$ cat config.mk
export PLATFORM = sky130hd
export DESIGN_NAME = bus_dma_master
export DESIGN_NICKNAME = d
export VERILOG_FILES = /design/src/rtl/bus_dma_master.sv
export SDC_FILE = /design/constraint.sdc
export NUM_CORES = 1
export LEC_CHECK = 0
export ABC_AREA = 1
export CAP_MARGIN = 20
export CORE_ASPECT_RATIO = 1.5
export CORE_UTILIZATION = 48
export DETAILED_ROUTE_END_ITERATION = 6
export PLACE_DENSITY = 0.74
export SYNTH_ARGS = -nofsm -noshare
export SYNTH_HDL_FRONTEND = slang
export SYNTH_SLANG_ARGS = --single-unit
$ cat constraint.sdc
create_clock -name clk -period 2.5 [get_ports clk]
set_input_delay 0.5 -clock clk [delete_from_list [all_inputs] [get_ports clk]]
set_output_delay 0.5 -clock clk [all_outputs]
set_load 0.05 [all_outputs]
$ cat src/rtl/bus_dma_master.sv
// Bus DMA master: copies LEN bytes from SRC to DST over the shared 8-bit bus.
// Latency: 1 (REQ) + 3 per byte + 1 (DONE) cycles after START, with continuous grant.
// Backpressure: RD and WR hold their address/data until M_grant=1. M_req is held for the whole burst.
// Ports: clk/reset; S_* slave register port (SRC, DST, LEN, CTRL, STATUS);
//        M_* master bus port (req/grant, address, wr, dout, din); interrupt = DONE & INT_EN.
// Optional: define DMA_ABORT_EN for CTRL bit7 ABORT and STATUS bit2 ABORTED.
module bus_dma_master #(
  parameter int ADDR_W = 8,
  parameter int DATA_W = 8,
  parameter int LEN_W  = 8
) (
  input  logic              clk,
  input  logic              reset,
  input  logic              S_sel,
  input  logic [ADDR_W-1:0] S_address,
  input  logic              S_wr,
  input  logic [DATA_W-1:0] S_din,
  output logic [DATA_W-1:0] S_dout,
  output logic              M_req,
  input  logic              M_grant,
  output logic [ADDR_W-1:0] M_address,
  output logic              M_wr,
  output logic [DATA_W-1:0] M_dout,
  input  logic [DATA_W-1:0] M_din,
  output logic              interrupt
);

  typedef enum logic [2:0] {
    ST_IDLE, ST_REQ, ST_RD, ST_RDW, ST_WR, ST_DONE
  } state_t;

  state_t state, state_nx;

  logic [ADDR_W-1:0] src_reg, dst_reg, cur_src, cur_dst, addr_hold;
  logic [LEN_W-1:0]  len_reg, remain;
  logic [DATA_W-1:0] data_reg, dout_hold;
  logic              int_en, src_inc, dst_inc, done;
  logic              aborted, abort_req, abort_stop;

  logic [2:0] reg_idx;
  logic       reg_wr, busy, cfg_wr, sts_wr, start;
  logic       unused_addr;

  assign reg_idx     = S_address[2:0];
  assign unused_addr = ^S_address;
  assign reg_wr      = S_sel & S_wr;
  assign busy        = (state != ST_IDLE);
  // Configuration is frozen for the duration of a burst; STATUS W1C is not.
  assign cfg_wr      = reg_wr & ~busy;
  assign sts_wr      = reg_wr & (reg_idx == 3'd4);
  assign start       = cfg_wr & (reg_idx == 3'd3) & S_din[0];
  assign interrupt   = done & int_en;

`ifdef DMA_ABORT_EN
  logic abort_pend, abort_exit;
  assign abort_req  = reg_wr & busy & (reg_idx == 3'd3) & S_din[7];
  // An abort seen in RDW/WR must survive until the pending write is granted.
  assign abort_stop = abort_req | abort_pend;
  // Leaving a busy state for IDLE without passing through DONE means abort.
  assign abort_exit = busy & (state != ST_DONE) & (state_nx == ST_IDLE);

  always_ff @(posedge clk or posedge reset) begin
    if (reset) begin
      abort_pend <= 1'b0;
      aborted    <= 1'b0;
    end else begin
      abort_pend <= (abort_pend | abort_req) & (state_nx != ST_IDLE);
      if (abort_exit)
        aborted <= 1'b1;
      else if (start | (sts_wr & S_din[2]))
        aborted <= 1'b0;
    end
  end
`else
  assign abort_req  = 1'b0;
  assign abort_stop = 1'b0;
  assign aborted    = 1'b0;
`endif

  always_ff @(posedge clk or posedge reset) begin
    if (reset) state <= ST_IDLE;
    else       state <= state_nx;
  end

  always_comb begin
    state_nx  = state;
    M_req     = 1'b0;
    M_wr      = 1'b0;
    M_address = addr_hold;
    M_dout    = dout_hold;
    case (state)
      ST_IDLE: if (start && len_reg != '0) state_nx = ST_REQ;
      ST_REQ: begin
        M_req = 1'b1;
        if (abort_req)    state_nx = ST_IDLE;
        else if (M_grant) state_nx = ST_RD;
      end
      ST_RD: begin
        M_req     = 1'b1;
        M_address = cur_src;
        if (abort_req)    state_nx = ST_IDLE;
        else if (M_grant) state_nx = ST_RDW;
      end
      ST_RDW: begin
        M_req    = 1'b1;
        state_nx = ST_WR;
      end
      ST_WR: begin
        M_req     = 1'b1;
        M_wr      = 1'b1;
        M_address = cur_dst;
        M_dout    = data_reg;
        if (M_grant) begin
          if (abort_stop)                 state_nx = ST_IDLE;
          else if (remain == LEN_W'(1))   state_nx = ST_DONE;
          else                            state_nx = ST_RD;
        end
      end
      ST_DONE: state_nx = ST_IDLE;
      default: state_nx = ST_IDLE;
    endcase
  end

  always_ff @(posedge clk or posedge reset) begin
    if (reset) begin
      src_reg   <= '0;
      dst_reg   <= '0;
      len_reg   <= '0;
      int_en    <= 1'b0;
      src_inc   <= 1'b0;
      dst_inc   <= 1'b0;
      done      <= 1'b0;
      cur_src   <= '0;
      cur_dst   <= '0;
      remain    <= '0;
      data_reg  <= '0;
      addr_hold <= '0;
      dout_hold <= '0;
    end else begin
      if (cfg_wr) begin
        case (reg_idx)
          3'd0: src_reg <= ADDR_W'(S_din);
          3'd1: dst_reg <= ADDR_W'(S_din);
          3'd2: len_reg <= LEN_W'(S_din);
          3'd3: {dst_inc, src_inc, int_en} <= S_din[3:1];
          default: ;
        endcase
      end
      // Later assignments win: a DONE set beats a same-cycle W1C.
      if (sts_wr && S_din[1]) done <= 1'b0;
      if (start)              done <= (len_reg == '0);
      if (state == ST_DONE)   done <= 1'b1;

      if (state == ST_IDLE && start) begin
        cur_src <= src_reg;
        cur_dst <= dst_reg;
        remain  <= len_reg;
      end
      // The slave answers one cycle after the address cycle, so RDW always captures.
      if (state == ST_RDW) data_reg <= M_din;
      if (state == ST_RD)  addr_hold <= cur_src;
      if (state == ST_WR) begin
        addr_hold <= cur_dst;
        dout_hold <= data_reg;
        if (M_grant) begin
          remain  <= remain - LEN_W'(1);
          cur_src <= cur_src + ADDR_W'(src_inc);
          cur_dst <= cur_dst + ADDR_W'(dst_inc);
        end
      end
    end
  end

  always_comb begin
    S_dout = '0;
    if (S_sel) begin
      case (reg_idx)
        3'd0: S_dout = DATA_W'(src_reg);
        3'd1: S_dout = DATA_W'(dst_reg);
        3'd2: S_dout = DATA_W'(len_reg);
        3'd3: S_dout = DATA_W'({dst_inc, src_inc, int_en, 1'b0});
        3'd4: S_dout = DATA_W'({aborted, done, busy});
        default: S_dout = '0;
      endcase
    end
  end

endmodule

==> impl_results.html <==
<table>
<tr><th>Metric</th><th>Value</th></tr>
<tr><th colspan="2">Place</th></tr>
<tr><td>RePlAce Congestion</td><td>0.9196</td></tr>
<tr><td>Pre-CTS setup slack</td><td>-0.05929 ns</td></tr>
<tr><td>Placed Instances</td><td>725</td></tr>
<tr><td>Count of buffers from port buffering</td><td>50</td></tr>
<tr><td>Sum of net half-perimeters after detailed placement</td><td>7960 um</td></tr>
<tr><th colspan="2">Global routing</th></tr>
<tr><td>Number of global-route vias before repair</td><td>3906</td></tr>
<tr><td>Aggregate global routing overflow</td><td>0</td></tr>
<tr><td>Global-route total usage across every layer</td><td>25.19%</td></tr>
<tr><td>Number of antenna violations at the first check in global routing</td><td>0</td></tr>
<tr><td>Pin count of the biggest net entering global routing</td><td>80</td></tr>
<tr><td>Wire length of the first global-routing pass</td><td>18230 um</td></tr>
<tr><th colspan="2">Min path</th></tr>
<tr><td>Hold crit path type</td><td>reg -&gt; reg</td></tr>
<tr><td>Min-delay src</td><td>len_reg[5]$_DFFE_PP0P_</td></tr>
<tr><td>Hold Path Sink</td><td>len_reg[5]$_DFFE_PP0P_</td></tr>
<tr><td>Number of cells traversed by the worst hold path</td><td>2</td></tr>
<tr><th colspan="2">STA</th></tr>
<tr><td>Worst-case headroom to the max-slew limit</td><td>64.84%</td></tr>
<tr><td>Slew @ Worst Pin</td><td>0.5234 ns</td></tr>
<tr><td>Final TNS setup</td><td>0 ns</td></tr>
<tr><td>Clk_skew</td><td>0.005188 ns</td></tr>
<tr><td>Number of setup violations in the final report</td><td>0</td></tr>
<tr><td>Final-report max-slew violation count</td><td>0</td></tr>
<tr><td>Unrepaired setup endpoints after global routing</td><td>true</td></tr>
<tr><td>Final critical path time including I/O delays and setup</td><td>2.446 ns</td></tr>
<tr><td>Share of the cycle needed by the critical path after routing</td><td>97.82%</td></tr>
<tr><td>Fmax achieved</td><td>0.4089 GHz</td></tr>
<tr><td>Worst Slack Setup Final</td><td>0.05445 ns</td></tr>
<tr><td>Endpoints failing hold</td><td>0</td></tr>
<tr><th colspan="2">Drt</th></tr>
<tr><td>Post-detailed-route wirelength per cell</td><td>14.84 um</td></tr>
<tr><td>First-iteration detailed-routing DRC count</td><td>300</td></tr>
<tr><td>Total Routed Length</td><td>11000 um</td></tr>
<tr><td>Post-DRT Antenna Nets</td><td>0</td></tr>
<tr><td>Detailed-router iteration count before antenna repair</td><td>5</td></tr>
<tr><td>DRC</td><td>0</td></tr>
<tr><td>Routed via count divided by cell count</td><td>5.366</td></tr>
<tr><td>Total number of vias</td><td>3976</td></tr>
<tr><th colspan="2">Clock network</th></tr>
<tr><td>Number of buffers inserted by hold repair at cts</td><td>0</td></tr>
<tr><td>CTS tree</td><td>built</td></tr>
<tr><td>Clk slew on worst S/H paths</td><td>0.06 ns</td></tr>
<tr><td>Inserted Clock Buffers</td><td>9</td></tr>
<tr><td>Number of sinks driven by the clock tree</td><td>79</td></tr>
<tr><td>Post-CTS Repair Setup Buffers</td><td>0</td></tr>
<tr><td>Maximum number of buffers from clock root to sink</td><td>2</td></tr>
<tr><td>Insertion delay to the later sink of the worst-skew pair</td><td>0.34 ns</td></tr>
<tr><td>CTS HTree Levels</td><td>3</td></tr>
<tr><td>Cell at the root of the clock tree</td><td>clkbuf_16</td></tr>
<tr><th colspan="2">Floorplanning</th></tr>
<tr><td>Number of primary I/O pins</td><td>56</td></tr>
<tr><td>Die Footprint</td><td>9389 sq um</td></tr>
<tr><td>Width of the chip</td><td>79.45 um</td></tr>
<tr><td>FP Rows</td><td>42</td></tr>
<tr><td>Starting density of the core</td><td>49.22%</td></tr>
<tr><td>Vertical extent of the die</td><td>118.2 um</td></tr>
<tr><td>Area of the placeable core</td><td>8776 sq um</td></tr>
<tr><th colspan="2">Worst setup path</th></tr>
<tr><td>Data required time of the critical path</td><td>2.00 ns</td></tr>
<tr><td>Worst R2R Start</td><td>state[0]$_DFFE_PP0P_</td></tr>
<tr><td>Capture point of the worst reg-to-reg path</td><td>cur_dst[3]$_DFF_PP0_</td></tr>
<tr><td>CP arrival</td><td>1.95 ns</td></tr>
<tr><td>Critical Setup Path Class</td><td>reg -&gt; out</td></tr>
<tr><td>Worst Reg-to-Reg Cells</td><td>7</td></tr>
<tr><td>Kind of end point of the critical path</td><td>output pin</td></tr>
<tr><td>Startpoint types</td><td>flop</td></tr>
<tr><td>Register-to-register path setup slack</td><td>0.78 ns</td></tr>
<tr><td>Worst Path Max Fanout</td><td>16</td></tr>
<tr><th colspan="2">Power</th></tr>
<tr><td>Leakage power summed over all cells</td><td>2.862 nW</td></tr>
<tr><td>Sum of internal, switching and leakage power</td><td>7.090 mW</td></tr>
<tr><td>Power Density</td><td>1274 nW/um^2</td></tr>
<tr><td>Largest voltage drop on the vdd net</td><td>727.6 uV</td></tr>
<tr><th colspan="2">Synth</th></tr>
<tr><td>Sequential fraction of the synthesis area</td><td>45.77%</td></tr>
<tr><td>Post-synth cell types</td><td>33</td></tr>
<tr><td>Cells taking the most area after synthesis</td><td>dfrtp_1 (46%), nand2_1 (17%), inv_1 (7.0%)</td></tr>
<tr><td>Synthesis Warnings</td><td>0</td></tr>
<tr><td>Syn_nets</td><td>605</td></tr>
<tr><td>Area leader, netlist</td><td>dfrtp_1</td></tr>
<tr><td>Synth top area share</td><td>45.77%</td></tr>
<tr><td>Mapped Avg Cell Area</td><td>7.577 sq um</td></tr>
<tr><td>Seq cells post-synth</td><td>79</td></tr>
<tr><td>Post-synthesis instance total</td><td>570</td></tr>
<tr><td>Summed instance area of the synthesized netlist</td><td>4319 sq um</td></tr>
<tr><th colspan="2">Cells and area</th></tr>
<tr><td>Final Instance Count excl. Fillers</td><td>741</td></tr>
<tr><td>Fraction of layout instances using a drive strength above 1</td><td>14.58%</td></tr>
<tr><td>Number of diodes</td><td>0</td></tr>
<tr><td>Synthesis-to-finish area growth</td><td>28.80%</td></tr>
<tr><td>Number of nets in the final layout</td><td>661</td></tr>
<tr><th colspan="2">Run status</th></tr>
<tr><td>Status</td><td>finished clean</td></tr>
<tr><th colspan="2">Flow run</th></tr>
<tr><td>Maxcap violations</td><td>0</td></tr>
</table>
-- worst max path at each step --
stage                    startpoint  slack [ns]  depth (start not counted)            to
2_1_floorplan          S_address[0]        0.14                          5     S_dout[3]
3_3_place_gp           S_address[1]       -0.02                          8     S_dout[3]
3_5_place_dp           S_address[1]       -0.06                          8     S_dout[3]
4_1_cts                S_address[1]       0.002                          9     S_dout[2]
5_1_grt        state[0]$_DFFE_PP0P_       -0.04                          7     M_dout[0]
6_report       state[2]$_DFFE_PP0P_        0.05                          9  M_address[4]
-- routing by layer --
layer | GRT usage [%] | part of all wire (%) | up-vias
met5 | 0 | 0 | -
met2 | 41.40 | 51 | 117
li1 | - | - | 1946
met4 | 14.20 | 5.0 | 0
met1 | 30.84 | 40 | 1880
met3 | 4.015 | 3.9 | 33
-- power breakdown --
| part | total [mW] | switching (mW) | leakage (nW) | internal, mW |
|---|---|---|---|---|
| sequential | 2.36 | 0.469 | 0.984 | 1.89 |
| combinational | 3.38 | 2.01 | 1.72 | 1.37 |
| clock | 1.35 | 0.496 | 0.156 | 0.851 |
| total | 7.09 | 2.98 | 2.86 | 4.11 |
-- cell type report --
class                      instances  area, sq um
clock inverter                     3        40.04
multi-input combinational        389         1954
tap                              110        137.6
timing repair buffer              62        855.8
clock buffer                      13        270.3
inverter                          85        325.3
sequential                        79         1979
fill                             703         3213
-- repair_timing --
action	in CTS	in global routing
gates resized for setup	7	14
cloned	0	0
endpoints found under the setup margin	11	24
hold endpoints to repair	0	0
-- layout by cell type (no fill, tap or decap), types with 4 or more instances in the layout --
master and instances:
buf_12 26, buf_4 12, nor3_1 4, nor2_1 23, dfrtp_1 77, o22ai_1 6, ha_1 6, nand3_1 58
a21oi_1 5, inv_2 7, inv_1 75, o221ai_2 5, o21ai_1 5, o21ai_0 32, o221ai_1 7, clkbuf_16 9
mux2_2 7, nand2_1 200, clkdlybuf4s50_1 22, o211ai_1 5
-- logic make-up (layout without fill, tap and decap cells) --
family	after synthesis	after routing	share of synthesized area, %
AOI/OAI and AO/OA	68	68	9.502
xor gates and xnor gates	3	3	0.6085
adders and majority gates	6	6	1.738
buffers and inverters	102	163	10.25
DFF	79	79	45.77
muxes	7	7	1.825
and+or+nand+nor	305	305	30.30
-- metrics by stage --
step	hold WS, ns	area, sq um	utilization [%]
after floorplan	0.4468	4323	-
after global placement	0.4617	5187	59.11
after detailed placement	0.4735	5187	59.11
after CTS	0.4876	5513	62.82
after global routing	0.5073	5563	63.39
final	0.4851	5563	63.39
-- worst max-delay path, cell delays in order (launching register included) --
cell,delay (ns)
dfrtp_2,0.44
inv_2,0.10
nand2_1,0.12
nor2_4,0.15
inv_4,0.11
nand2_1,0.12
inv_2,0.11
nand2_1,0.09
o221ai_1,0.17
buf_12,0.20
-- cells in the mapped netlist, drive strengths merged --
master  count
nand3b      1
nor3        5
o221ai     12
nor2       28
a21oi       6
inv        84
nor3b       1
o22ai       6
xor2        3
dfrtp      79
nand4       3
o211ai      5
clkbuf      3
nand2     203
a31oi       1
buf        14
clkinv      1
ha          6
nand3      61
or2         2
o21ai      38
mux2        7
and3        1
Power figures use the tool's default switching activity.
==> edit 1, RTL diff (config.mk and constraints unchanged) <==
The option `DMA_ABORT_EN` is turned on by a define.
--- a/src/rtl/bus_dma_master.sv
+++ b/src/rtl/bus_dma_master.sv
@@ -6,2 +6,4 @@
 // Optional: define DMA_ABORT_EN for CTRL bit7 ABORT and STATUS bit2 ABORTED.
+`define DMA_ABORT_EN
+
 module bus_dma_master #(
Check against the original RTL: not equivalent (a bounded check fails within 4 cycles, from zero or initial values and one cycle with reset high).
==> edit 1 against the unedited design <==
  * Count of clock-buffer cells in the layout decreased by 1
  * Final area decreased by 2.4%
  * Total power decreased by 3.4%
  * Sequential share of layout area increased by 1.8 points
  * Routed wire length decreased by 1.1%
  * Synthesized area decreased by 1.4%
  * Core utilization increased by 0.37 points
  * Worst setup slack improved by 11 ps
  * Sequential cell count increased by 2
  * Largest cell class unchanged
  * Largest power group unchanged
==> edit 1: results (changes against the unedited design) <==
| Metric | Value |
|---|---|
| CP max stage cell | `or4_1` |
| Peak supply drop | `0.000801 V (+10%)` |
| Ys flop type | `dfrtp_1` |
| Leak pwr | `2.61 nW (-9.0%)` |
| Vias in the first global route | `3,868 (-0.97%)` |
| GRT Resource Usage Total | `0.251 (-0.000556)` |
| CP Max Fanout | `9 (-7)` |
| Met2 usage | `0.438 (+0.0235)` |
| Layout cell share with drive strength beyond 1 | `0.148 (+0.00198)` |
| Post-DP HPWL | `7640 um (-4.0%)` |
| Synth async-reset ratio | `1.00 (unchanged)` |
| Synth Net Count | `577 (-4.6%)` |
| Hold Path Cell Cnt | `2 (unchanged)` |
| GR Layer Usage met3 | `0.0428 (+0.00265)` |
| First-pass DRT Iterations | `6 (+1)` |
| Worst clock skew | `7.08 ps (+1.89 ps)` |
| Synth unique cells | `40 (+21%)` |
| Port bufs | `50 (unchanged)` |
| GR Util met1 | `0.300 (-0.00798)` |
| DR iter-0 viols | `276 (-8.0%)` |
| Initial antenna violation count | `0 (unchanged)` |
| Top post-synthesis cells by area | `dfrtp_1 48%, nand2_1 13%, o21ai_0 6.9%` |
| Sequential cell area fraction in the yosys report | `0.476 (+0.0183)` |
| CTS clk-pin slew, worst paths | `60 ps (about the same)` |
| Fin nets | `640 (-3.2%)` |
| Placed instance area | `5070 um^2 (-2.3%)` |
| Crit-path leading delay family | `simple AND/OR/NAND/NOR gates` |
| Filler cells | `756 (+7.5%)` |
| Overall routed net length | `10,900 um (-1.1%)` |
| GPL Wtd Cong | `0.898 (-2.4%)` |
| Max incr delay on CP | `560 ps (+120 ps)` |
| Post-synth top cells | `152 x nand2_1, 81 x dfrtp_1, 71 x inv_1` |
| Vias per Instance | `5.60 (+4.4%)` |
| Largest net degree at the start of global routing | `82 (+2.5%)` |
| CTS buffer count | `9 (unchanged)` |
| Max-slew headroom | `0.503 (-0.146)` |
| Crit path DAT | `1930 ps (-20 ps)` |
| Status | `completed` |
| Worst R2R Path Depth | `9 (+2)` |
| First-pass GRT wire length | `18,200 um (about the same)` |
edit 1: cell types whose count changed after synthesis, sizes merged, moves of 3 or more:
cell,delta
nand2,-49
o21ai,+36
nand3,-31
a21oi,+9
inv,-7
mux2,-7
nor3,+5
o211ai,+5
o221ai,-5
a211oi,+3
a31oi,+3
edit 1: cell families (layout without fill, tap and decap cells):
logic type,Yosys count,after routing,synth area share
AND/OR/NAND/NOR,229,229,0.237
flip-flops,81,81,0.476
buffers and inverters,95,162,0.0884
XOR/XNOR,3,3,0.00617
adder cells (fa/ha/maj),6,6,0.0176
AO/OA/AOI/OAI,128,128,0.174
edit 1: path summary, 6_finish.rpt:
path	slack, ps	startpoint	endpoint
setup reg to reg	590	state[0]	remain[2]
hold / removal	470	dout_hold[5]	dout_hold[5]
max in group asynchronous	1520	reset	aborted
hold reg to reg	470	dout_hold[5]	dout_hold[5]
min in group asynchronous	640	reset	cur_dst[6]
setup / recovery	70	state[0]	M_req
edit 1: tightest hold or removal path: stages (launching register included):
cell	delay (ps)
dfrtp_1	320
nand2_1	50
nand2_1	60
edit 1: area by class of cell:
cell class	instances	share of cell area
clock buffers	12	0.0472
clock inverters	3	0.00737
inverters	78	0.0551
multi-input cells	366	0.348
flip-flops and latches	81	0.373
well taps	107	0.0247
repair buffers	69	0.145
edit 1: report_power, final:
| group | switching (mW) | internal (mW) | total, mW |
|---|---|---|---|
| Clock | 0.495 | 0.819 | 1.31 |
| Sequential | 0.468 | 1.92 | 2.38 |
| Combinational | 1.96 | 1.19 | 3.15 |
| Total | 2.92 | 3.93 | 6.85 |
edit 1: per-stage QoR:
stage	power, mW	utilization	TNS, ps	setup slack (ps)	std cells
after detailed placement	5.49	0.595	-231	-95.2	698
after global placement	5.36	0.595	-129	-72.6	698
final	6.85	0.638	0	65.6	716
after global routing	7.30	0.638	0	23.3	716
after floorplan	4.34	-	0	24.2	542
after CTS	6.85	0.633	-14.8	-14.8	713
edit 1: repair_timing:
| item | in CTS | in global routing |
|---|---|---|
| endpoints found under the setup margin | 15 | 17 |
| hold endpoints to repair | 0 | 0 |
| buffers inserted | 0 | 3 |
| gates resized for setup | 12 | 6 |
| pin swaps | 1 | 6 |
edit 1: metal layers:
metal,up-vias,share of wire
li1,1909,-
met1,1945,0.39
met2,132,0.54
met3,24,0.047
met4,0,0.029
met5,-,0
==> edit 2, RTL diff (same settings) <==
Without the edit above. The 6 states of `state_t` get a one-hot encoding in 6 bits.
--- a/src/rtl/bus_dma_master.sv
+++ b/src/rtl/bus_dma_master.sv
@@ -27,4 +27,4 @@
 
-  typedef enum logic [2:0] {
-    ST_IDLE, ST_REQ, ST_RD, ST_RDW, ST_WR, ST_DONE
+  typedef enum logic [5:0] {
+    ST_IDLE = 6'b000001, ST_REQ = 6'b000010, ST_RD = 6'b000100, ST_RDW = 6'b001000, ST_WR = 6'b010000, ST_DONE = 6'b100000
   } state_t;
Function: no difference found for any inputs over 4 cycles, from zero or initial values and one cycle with reset high; so few cycles prove little.
==> edit 2 against the unedited design <==
  * Critical path type unchanged
  * Sequential share of layout area increased by 0.83 points
  * Count of clock-buffer cells in the layout shrank 4
  * Critical endpoint is now M_address[5]
  * Worst setup slack better by 130 ps
  * Core utilization up 0.11 points
  * Via count hardly changed
  * Final area up 1.4%
  * Synthesized area up 2.1%
  * Sequential cell count is 3 higher
  * Routed wire length fell by 2.2%
  * Maximum frequency up 5.7%
Power is not compared: it rests on default switching activity, and its combinational part moved more than twofold at a synthesized area within 25%.
==> edit 2: results (changes against the unedited design) <==
| Metric | Value |
|---|---|
| Post-synth top cells | `187 x nand2_1, 81 x dfrtp_1, 72 x inv_1` |
| Worst clock skew | `7.69 ps (+2.50 ps)` |
| Layout cell share with drive strength beyond 1 | `0.151 (+0.00538)` |
| GR Util met1 | `0.311 (+0.00272)` |
| Routed via count | `3,975 (-0.025%)` |
| GPL Wtd Cong | `0.845 (-8.2%)` |
| CP max stage cell | `dfrtp_1` |
| Average wire per standard cell | `14.4 um (-2.7%)` |
| First-pass GRT wire length | `18,000 um (-1.2%)` |
| Routed wl met2 | `5550 um (-1.3%)` |
| Placed Cells | `727 (+0.28%)` |
| Post-DP HPWL | `8010 um (+0.58%)` |
| Crit path DAT | `1810 ps (-140 ps)` |
| Fin nets | `665 (+0.61%)` |
| DR iter-0 viols | `229 (-24%)` |
| Largest net degree at the start of global routing | `64 (-20%)` |
| Max incr delay on CP | `420 ps (-20 ps)` |
| GR Layer Usage met3 | `0.0337 (-0.00644)` |
| Met2 usage | `0.410 (-0.00427)` |
| Syn_area_per_cell | `7.78 um^2 (+2.6%)` |
| Leak pwr | `between 2 and 3 nW` |
| Cts repair resizes | `3 (-4)` |
| Vias in the first global route | `3,791 (-2.9%)` |
| Routed met1 length | `4590 um (+4.4%)` |
| Synth Net Count | `602 (-0.50%)` |
| Synth unique cells | `34 (+3.0%)` |
| Status | `completed` |
| Sequential cell area fraction in the yosys report | `0.466 (+0.00796)` |
==> edit 2: final timing paths <==
check	startpoint	endpoint	slack (ps)	depth (start not counted)
worst max register to register	state[0]	remain[4]	610	9
min in group asynchronous	reset	state[4]	520	2
worst max-delay path	state[3]	M_address[5]	190	7
worst min register to register	addr_hold[0]	addr_hold[0]	490	2
max in group asynchronous	reset	len_reg[1]	1320	3
worst min-delay path	addr_hold[0]	addr_hold[0]	490	2
==> edit 2: stage by stage <==
| stage | cell area (um^2) | power [mW] | setup WS [ps] |
|---|---|---|---|
| global placement | 5290 | 2.91 | 40.3 |
| global route | 5640 | 4.57 | 67.7 |
| detailed placement | 5290 | 2.96 | -9.44 |
| floorplan | 4430 | 2.60 | 55.5 |
| finish | 5640 | 4.30 | 186 |
| CTS | 5600 | 4.30 | 28.0 |
==> edit 2: cells by family (layout without fill, tap and decap cells) <==
| family | count (synthesis) | count (layout) | share of synthesized area |
|---|---|---|---|
| simple gates | 309 | 309 | 0.314 |
| buf+inv | 96 | 164 | 0.0863 |
| flops | 82 | 82 | 0.466 |
| compound gates | 60 | 60 | 0.0854 |
| xor+xnor | 7 | 7 | 0.0139 |
| mux | 7 | 7 | 0.0179 |
| fa+ha+maj | 6 | 6 | 0.0170 |
==> edit 2: report_power, final <==
group	internal [mW]	switching, mW	total [mW]	leakage, nW
Sequential	1.62	0.274	1.89	1.05
Clock	0.782	0.561	1.34	0.143
Combinational	0.417	0.654	1.07	1.69
Total	2.81	1.49	4.30	2.88
==> edit 2: layout make-up <==
class / instances / area, um^2
Fill cell: 770 / 3240
Sequential cell: 82 / 2050
Multi-Input combinational cell: 389 / 2010
Timing Repair Buffer: 72 / 846
Inverter: 76 / 293
Clock buffer: 9 / 225
Tap cell: 110 / 138
Clock inverter: 7 / 76.3
